File: src/rtl/dtx_pkg.sv
// dtx_pkg -- shared definitions for the data-transfer execution block.
//   * bit positions of every field inside the 96-bit control word
//   * cw_t        : raw 96-bit control word
//   * cw_fields_t : control word split into named fields
//   * state_t     : sequencer states (IDLE, ADDR, ACCESS, WB)
package dtx_pkg;

    localparam int CW_W        = 96;
    localparam int DA_LSB      = 0;
    localparam int AA_LSB      = 5;
    localparam int BA_LSB      = 10;
    localparam int FS_LSB      = 15;
    localparam int PS_LSB      = 20;
    localparam int EN_STAT_BIT = 22;
    localparam int CS_BIT      = 23;
    localparam int O_EN_BIT    = 24;
    localparam int W_EN_BIT    = 25;
    localparam int PC_SEL_BIT  = 26;
    localparam int B_SEL_BIT   = 27;
    localparam int EN_PC_ADDR_BIT = 28;
    localparam int EN_PC_BIT   = 29;
    localparam int EN_ADDR_BIT = 30;
    localparam int EN_B_BIT    = 31;
    localparam int EN_ALU_BIT  = 32;
    localparam int IL_BIT      = 33;
    localparam int WR_BIT      = 34;
    localparam int K_LSB       = 35;
    localparam int K_W         = 61;

    // Writes to this register index are discarded (hard-wired zero register).
    localparam logic [4:0] ZERO_REG = 5'd31;

    typedef logic [CW_W-1:0] cw_t;

    typedef struct packed {
        logic [K_W-1:0] k;
        logic           wr;
        logic           il;
        logic           en_alu;
        logic           en_b;
        logic           en_addr;
        logic           en_pc;
        logic           en_pc_addr;
        logic           b_sel;
        logic           pc_sel;
        logic           w_en;
        logic           o_en;
        logic           cs;
        logic           en_stat;
        logic [1:0]     ps;
        logic [4:0]     fs;
        logic [4:0]     ba;
        logic [4:0]     aa;
        logic [4:0]     da;
    } cw_fields_t;

    typedef enum logic [1:0] {
        ST_IDLE   = 2'd0,
        ST_ADDR   = 2'd1,
        ST_ACCESS = 2'd2,
        ST_WB     = 2'd3
    } state_t;

endpackage

File: src/rtl/dtx_cw_unpack.sv
// dtx_cw_unpack -- purely combinational split of a control word into
// named fields.
//   cw     : in  - raw 96-bit control word
//   fields : out - the same bits, grouped by field name
module dtx_cw_unpack
    import dtx_pkg::*;
(
    input  cw_t        cw,
    output cw_fields_t fields
);

    always_comb begin
        fields            = '0;
        fields.da         = cw[DA_LSB +: 5];
        fields.aa         = cw[AA_LSB +: 5];
        fields.ba         = cw[BA_LSB +: 5];
        fields.fs         = cw[FS_LSB +: 5];
        fields.ps         = cw[PS_LSB +: 2];
        fields.en_stat    = cw[EN_STAT_BIT];
        fields.cs         = cw[CS_BIT];
        fields.o_en       = cw[O_EN_BIT];
        fields.w_en       = cw[W_EN_BIT];
        fields.pc_sel     = cw[PC_SEL_BIT];
        fields.b_sel      = cw[B_SEL_BIT];
        fields.en_pc_addr = cw[EN_PC_ADDR_BIT];
        fields.en_pc      = cw[EN_PC_BIT];
        fields.en_addr    = cw[EN_ADDR_BIT];
        fields.en_b       = cw[EN_B_BIT];
        fields.en_alu     = cw[EN_ALU_BIT];
        fields.il         = cw[IL_BIT];
        fields.wr         = cw[WR_BIT];
        fields.k          = cw[K_LSB +: K_W];
    end

endmodule

File: src/rtl/data_transfer_exec.sv
// data_transfer_exec -- executes one load or store described by a control word.
//
// Handshake: a control word is taken on a rising clock edge where
// cw_valid && cw_ready; cw_ready is high only in IDLE (and during reset).
// Words with CS=0 are consumed without effect.
//
// Ports:
//   clock, reset            : rising-edge clock, asynchronous active-high reset
//   cw_valid/cw_ready/cw    : control-word handshake and 96-bit word
//   a_data, b_data          : base address operand and store data
//   mem_*                   : memory address/data/strobes, mem_ready completes ACCESS
//   rf_wr, rf_da, rf_wdata  : register-file write-back (DA=31 suppressed)
//   done                    : one-cycle completion pulse
//   err                     : sticky memory timeout flag
//   dbg_state, dbg_fields   : current state and latched control-word fields
//
// Build option: define DTX_TIMEOUT_EN to abandon an access after
// TIMEOUT_CYCLES cycles without mem_ready; otherwise ACCESS waits forever
// and err is constant 0.
module data_transfer_exec
    import dtx_pkg::*;
#(
    parameter int unsigned TIMEOUT_CYCLES = 255
) (
    input  logic        clock,
    input  logic        reset,
    input  logic        cw_valid,
    output logic        cw_ready,
    input  logic [95:0] cw,
    input  logic [63:0] a_data,
    input  logic [63:0] b_data,
    output logic [63:0] mem_addr,
    output logic [63:0] mem_wdata,
    output logic        mem_cs,
    output logic        mem_we,
    output logic        mem_oe,
    input  logic [63:0] mem_rdata,
    input  logic        mem_ready,
    output logic        rf_wr,
    output logic [4:0]  rf_da,
    output logic [63:0] rf_wdata,
    output logic        done,
    output logic        err,
    output state_t      dbg_state,
    output cw_fields_t  dbg_fields
);

    state_t      state_q, state_d;
    cw_t         cw_q, cw_d;
    logic [63:0] a_q, a_d;
    logic [63:0] b_q, b_d;
    logic [63:0] mem_addr_q, mem_addr_d;
    logic [63:0] mem_wdata_q, mem_wdata_d;
    logic [63:0] rdata_q, rdata_d;
    cw_fields_t  f;
    logic        is_load;

    dtx_cw_unpack u_unpack (
        .cw     (cw_q),
        .fields (f)
    );

    // W_En wins when both strobes are set, so such a word is a store.
    assign is_load = f.wr & ~f.w_en;

`ifdef DTX_TIMEOUT_EN
    localparam logic [7:0] WAIT_LAST = 8'(TIMEOUT_CYCLES - 1);
    logic [7:0] wait_q, wait_d;
    logic       err_q, err_d;
`endif

    always_comb begin
        state_d     = state_q;
        cw_d        = cw_q;
        a_d         = a_q;
        b_d         = b_q;
        mem_addr_d  = mem_addr_q;
        mem_wdata_d = mem_wdata_q;
        rdata_d     = rdata_q;
`ifdef DTX_TIMEOUT_EN
        wait_d      = wait_q;
        err_d       = err_q;
`endif
        case (state_q)
            ST_IDLE: begin
                if (cw_valid && cw[CS_BIT]) begin
                    cw_d    = cw;
                    a_d     = a_data;
                    b_d     = b_data;
                    state_d = ST_ADDR;
`ifdef DTX_TIMEOUT_EN
                    err_d   = 1'b0;
`endif
                end
            end
            ST_ADDR: begin
                mem_addr_d  = a_q + {3'b000, f.k};
                mem_wdata_d = b_q;
                state_d     = ST_ACCESS;
`ifdef DTX_TIMEOUT_EN
                wait_d      = '0;
`endif
            end
            ST_ACCESS: begin
                if (mem_ready) begin
                    if (is_load) begin
                        rdata_d = mem_rdata;
                        state_d = ST_WB;
                    end else begin
                        state_d = ST_IDLE;
                    end
                end
`ifdef DTX_TIMEOUT_EN
                else if (wait_q == WAIT_LAST) begin
                    err_d   = 1'b1;
                    state_d = ST_IDLE;
                end else begin
                    wait_d = wait_q + 8'd1;
                end
`endif
            end
            ST_WB: begin
                state_d = ST_IDLE;
            end
            default: state_d = ST_IDLE;
        endcase
    end

    always_ff @(posedge clock or posedge reset) begin
        if (reset) begin
            state_q     <= ST_IDLE;
            cw_q        <= '0;
            a_q         <= '0;
            b_q         <= '0;
            mem_addr_q  <= '0;
            mem_wdata_q <= '0;
            rdata_q     <= '0;
`ifdef DTX_TIMEOUT_EN
            wait_q      <= '0;
            err_q       <= 1'b0;
`endif
        end else begin
            state_q     <= state_d;
            cw_q        <= cw_d;
            a_q         <= a_d;
            b_q         <= b_d;
            mem_addr_q  <= mem_addr_d;
            mem_wdata_q <= mem_wdata_d;
            rdata_q     <= rdata_d;
`ifdef DTX_TIMEOUT_EN
            wait_q      <= wait_d;
            err_q       <= err_d;
`endif
        end
    end

    // Strobes and write-back are decoded from the state register so reset
    // clears them immediately; a store completes combinationally on the
    // ACCESS cycle that sees mem_ready.
    always_comb begin
        cw_ready  = (state_q == ST_IDLE);
        mem_addr  = mem_addr_q;
        mem_wdata = mem_wdata_q;
        mem_cs    = (state_q == ST_ACCESS);
        mem_we    = (state_q == ST_ACCESS) & f.w_en;
        mem_oe    = (state_q == ST_ACCESS) & f.o_en;
        rf_wr     = (state_q == ST_WB) & (f.da != ZERO_REG);
        rf_da     = (state_q == ST_WB) ? f.da : 5'd0;
        rf_wdata  = (state_q == ST_WB) ? rdata_q : 64'd0;
        done      = ((state_q == ST_ACCESS) & mem_ready & ~is_load) | (state_q == ST_WB);
`ifdef DTX_TIMEOUT_EN
        err       = err_q;
`else
        err       = 1'b0;
`endif
        dbg_state  = state_q;
        dbg_fields = f;
    end

endmodule

File: config.mk
export PLATFORM = sky130hd
export DESIGN_NAME = data_transfer_exec
export DESIGN_NICKNAME = d
export VERILOG_FILES = /design/src/rtl/dtx_pkg.sv /design/src/rtl/dtx_cw_unpack.sv /design/src/rtl/data_transfer_exec.sv
export SDC_FILE = /design/constraint.sdc
export NUM_CORES = 1
export LEC_CHECK = 0
export ABC_CLOCK_PERIOD_IN_PS = 18900
export BUFFER_PORTS_ARGS = -buffer_cell sky130_fd_sc_hd__buf_2
export CORE_AREA = 2 2 234 236
export DETAILED_ROUTE_END_ITERATION = 12
export DIE_AREA = 0 0 236 238
export PLACE_DENSITY = 0.64
export SYNTH_ARGS = -nofsm -noshare
export SYNTH_HDL_FRONTEND = slang
export SYNTH_HIERARCHICAL = 1
export SYNTH_SLANG_ARGS = --single-unit
export TNS_END_PERCENT = 30
File: constraint.sdc
create_clock -name clock -period 18.9 [get_ports clock]
set_input_delay 1.89 -clock clock [delete_from_list [all_inputs] [get_ports clock]]
set_output_delay 1.89 -clock clock [all_outputs]
set_load 0.01 [all_outputs]
==> reports/metrics.csv <==
stage,metric,value,unit
power,peakVddDrop,0.0000919,V
critical_path,cp_max_fo,77,
sta,worstMarginPinSlew,1140,ps
yosys,synth_compound_area_share,8.79,%
global_routing,grt_max_degree,143,
sta,fin_tns_setup,0,ps
place,port_buffers,592,
critical_path,max_stage_delay,1100,ps
drt,via_count,15395,
yosys,synthArstFlopShare,100,%
die,core,53500,sq um
clock_tree,clockBufferDepth,3,
yosys,ys_types,65,
critical_path,path_cells,"nand2b_1, inv_1, and2_1, buf_2",
global_routing,grt-ovfl-total,0,
place,dp_hpwl,43.5,mm
global_routing,antenna_found_initial,16,
critical_path,critPathCaptureType,output pin,
final_layout,area_delta_synth_final,21.8,%
clock_tree,root_buffer,clkbuf_16,
die,start_util,37.9,%
critical_path,crit_buf_inv,2,
global_routing,grt_pass1_vias,15656,
sta,relSlewSlack,23.8,%
power,p_total,5.00,mW
hold_path,hold_path_class,flip-flop to flip-flop,
yosys,synth_warnings,6,
clock_tree,cts_tree,yes,
yosys,synth_top_family_by_area,multiplexers,
die,io_pins,594,
sta,fmax,0.225,GHz
sta,hold_viol,0,
critical_path,cp-start-kind,flip-flop,
yosys,synth-edff-count,0,
drt,drc,0,
sta,final-setup-viol-count,0,
clock_tree,clk_latency,590,ps
critical_path,path_delay_family,flip-flops,
global_routing,grt_pass1_wl,89.8,mm
die,die_x,236,um
yosys,synth_area,20300,sq um
critical_path,worstPathArrival,2550,ps
sta,rsz0062_at_grt,no,
die,die-area,56200,sq um
sta,slew_violations,0,
clock_tree,numClockSinks,418,
clock_tree,postCtsResizedCells,0,
yosys,synthAdderAreaFrac,3.87,%
clock_tree,cts_hold_buf,0,
clock_tree,post_cts_buffers,0,
drt,routedWlPerCell,19.6,um
clock_tree,htree_num_levels,2,
drt,drtPass1Iterations,7,
yosys,yosys.area_share.simple,11.3,%
outcome,status,"complete, no violations",
final_layout,layout-drive-gt1-share,43.0,%
sta,hold_slack,456,ps
critical_path,critPathKind,flip-flop to output pin,
drt,totalWireLength,59.2,mm
drt,postRouteAntennaNets,0,
yosys,synth_xor_area_share,2.46,%
critical_path,cp_slowest_cell,dfrtp_2,
die,die_h,238,um
sta,period_share,23.5,%
clock_tree,path_clk_slew,70,ps
final_layout,nNetsFinal,2639,
yosys,synthesis.nets,2186,
job,drv_cap,0,
global_routing,track_usage,20.4,%
yosys,syn_inst,1832,
sta,fin_worst_skew,30.6,ps
yosys,synth_flop_cell,dfrtp_1,
yosys,synth_sequential_area_ratio,51.6,%
clock_tree,cts_buffers,48,
yosys,avgSynthCellArea,11.1,sq um
power,power.leakage,12.4,nW
yosys,muxShareOfSynthArea,16.0,%
power,powerDensity,203,nW/um^2
yosys,synth-seq-cells,418,
drt,drt_iter0_drc,786,
drt,viasPerCell,5.09,
sta,period_needed,4440,ps
die,rows,85,
place,gp_congestion,0.859,
critical_path,required,17010,ps
## Yosys cell counts (3+ instances only)
cell	n	share of area, %
o21ai_2	4	0.17
nor2_1	36	0.67
nor3_1	13	0.32
o21a_1	7	0.26
xor2_1	25	1.1
o21ai_0	89	2.2
o31ai_1	6	0.22
buf_4	97	3.6
nor3b_1	3	0.11
a221oi_1	3	0.13
nand3_1	9	0.22
mux2_2	287	16
buf_1	4	0.074
inv_1	23	0.43
and3_1	77	2.4
nand4_1	19	0.59
a21o_1	24	0.89
o221a_2	3	0.17
buf_2	6	0.15
a41oi_1	4	0.17
clkbuf_1	91	1.7
and2_1	6	0.19
a21oi_1	73	1.8
xnor2_1	32	1.4
a211o_1	3	0.13
ha_1	61	3.8
or3_1	5	0.15
a31oi_1	11	0.34
dfrtp_1	418	52
nand2b_1	5	0.15
nor2b_1	5	0.15
nor4_1	4	0.12
o21ai_1	6	0.15
or2_2	5	0.15
o211ai_1	5	0.19
o21bai_1	12	0.44
nand2_1	316	5.9
## cells in the final DEF, fill, tap and decap left out, types with 4 or more instances in the layout
cell       instances
o21ai_0           89
nor3_1            13
nand2b_1           4
o31ai_1            6
nand2_1          315
o21ai_2            4
a31oi_1           11
diode_2            6
nor2b_1            4
o21a_1             7
a21oi_1           73
buf_4              8
buf_2            592
mux2_2           287
clkbuf_1          13
nand3_1            9
o21bai_1          12
and3_1            76
or3_1              5
o211ai_1           5
dfrtp_1          416
nor4_1             4
a21o_1            24
nor2_1            36
or2_2              5
clkbuf_16         48
o21ai_1            6
xor2_1            25
clkinv_2           8
xnor2_1           32
inv_1             22
nand4_1           19
ha_1              61
and2_1             6
clkbuf_8          13
a41oi_1            4
## cell type report
class	count	area [sq um]
clock inverters	14	131
fillers	5042	28800
well taps	696	871
flip-flops and latches	418	10500
diodes	6	15.0
inverters	23	93.8
multi-input cells	1193	8620
clock buffers	74	1430
repair buffers	601	3040
## sequential cells by signal, summed over array words and instances, names as in the netlist
register,cells
cw_q,96
rdata_q,64
mem_wdata,64
mem_addr,64
a_q,64
b_q,64
dbg_state,2
## cell families (layout without fill, tap and decap cells)
logic type / after synthesis / after routing
multiplexers: 288 / 288
buffers and inverters: 221 / 712
flip-flops: 418 / 418
other: 1 / 7
AO/OA/AOI/OAI: 278 / 278
adder cells (fa/ha/maj): 62 / 62
XOR/XNOR: 57 / 57
AND/OR/NAND/NOR: 507 / 507
## metal layers
metal,GRT usage [%],vias to the layer above,share of wire [%]
met1,25.8,7576,42
met5,0,-,0.11
met2,33.9,528,48
met4,7.22,12,3.4
met3,5.11,113,6.7
li1,-,7166,-
## worst paths after layout
check / slack, ps / to / from / cells past startpoint
setup / recovery: 14460 / mem_we / dbg_state[1]$_DFFE_PP0P_ / 4
hold / removal: 460 / mem_wdata[24]$_DFFE_PP0N_ / b_q[24]$_DFFE_PP0P_ / 2
setup reg to reg: 15020 / mem_addr[56]$_DFFE_PP0N_ / cw_q[35]$_DFFE_PP0P_ / 12
hold reg to reg: 460 / mem_wdata[24]$_DFFE_PP0N_ / b_q[24]$_DFFE_PP0P_ / 2
max in group asynchronous: 15140 / mem_wdata[49]$_DFFE_PP0N_ / reset / 4
min in group asynchronous: 1450 / cw_q[31]$_DFFE_PP0P_ / reset / 2
## power breakdown
group	switching [mW]	internal [mW]	total, mW
combinational	1.37	1.05	2.43
clock	0.385	0.536	0.920
sequential	0.311	1.34	1.65
total	2.07	2.93	5.00
## worst register-to-register path: stages, from the launching register on
cell and delay [ps]:
dfrtp_1 390, ha_1 260, fa_1 440, a211oi_1 450, o211ai_2 170, a2111oi_2 570, nor4b_2 130, nor3_2 300
o21ai_2 180, a31oi_1 280, o21ai_1 130, or2_2 280, a31o_2 220
## metrics by stage
| stage | std cells | cell area [sq um] | worst slack, ps | util [%] |
|---|---|---|---|---|
| 2_1_floorplan | 1832 | 20300 | 5380 | - |
| 3_3_place_gp | 2931 | 23100 | 14270 | 43.2 |
| 3_5_place_dp | 2931 | 23100 | 14210 | 43.2 |
| 4_1_cts | 3019 | 24600 | 14410 | 46.1 |
| 5_1_grt | 3023 | 24700 | 14290 | 46.1 |
| 6_report | 3025 | 24700 | 14460 | 46.1 |
Note: power is estimated with default switching activity, not from simulation.
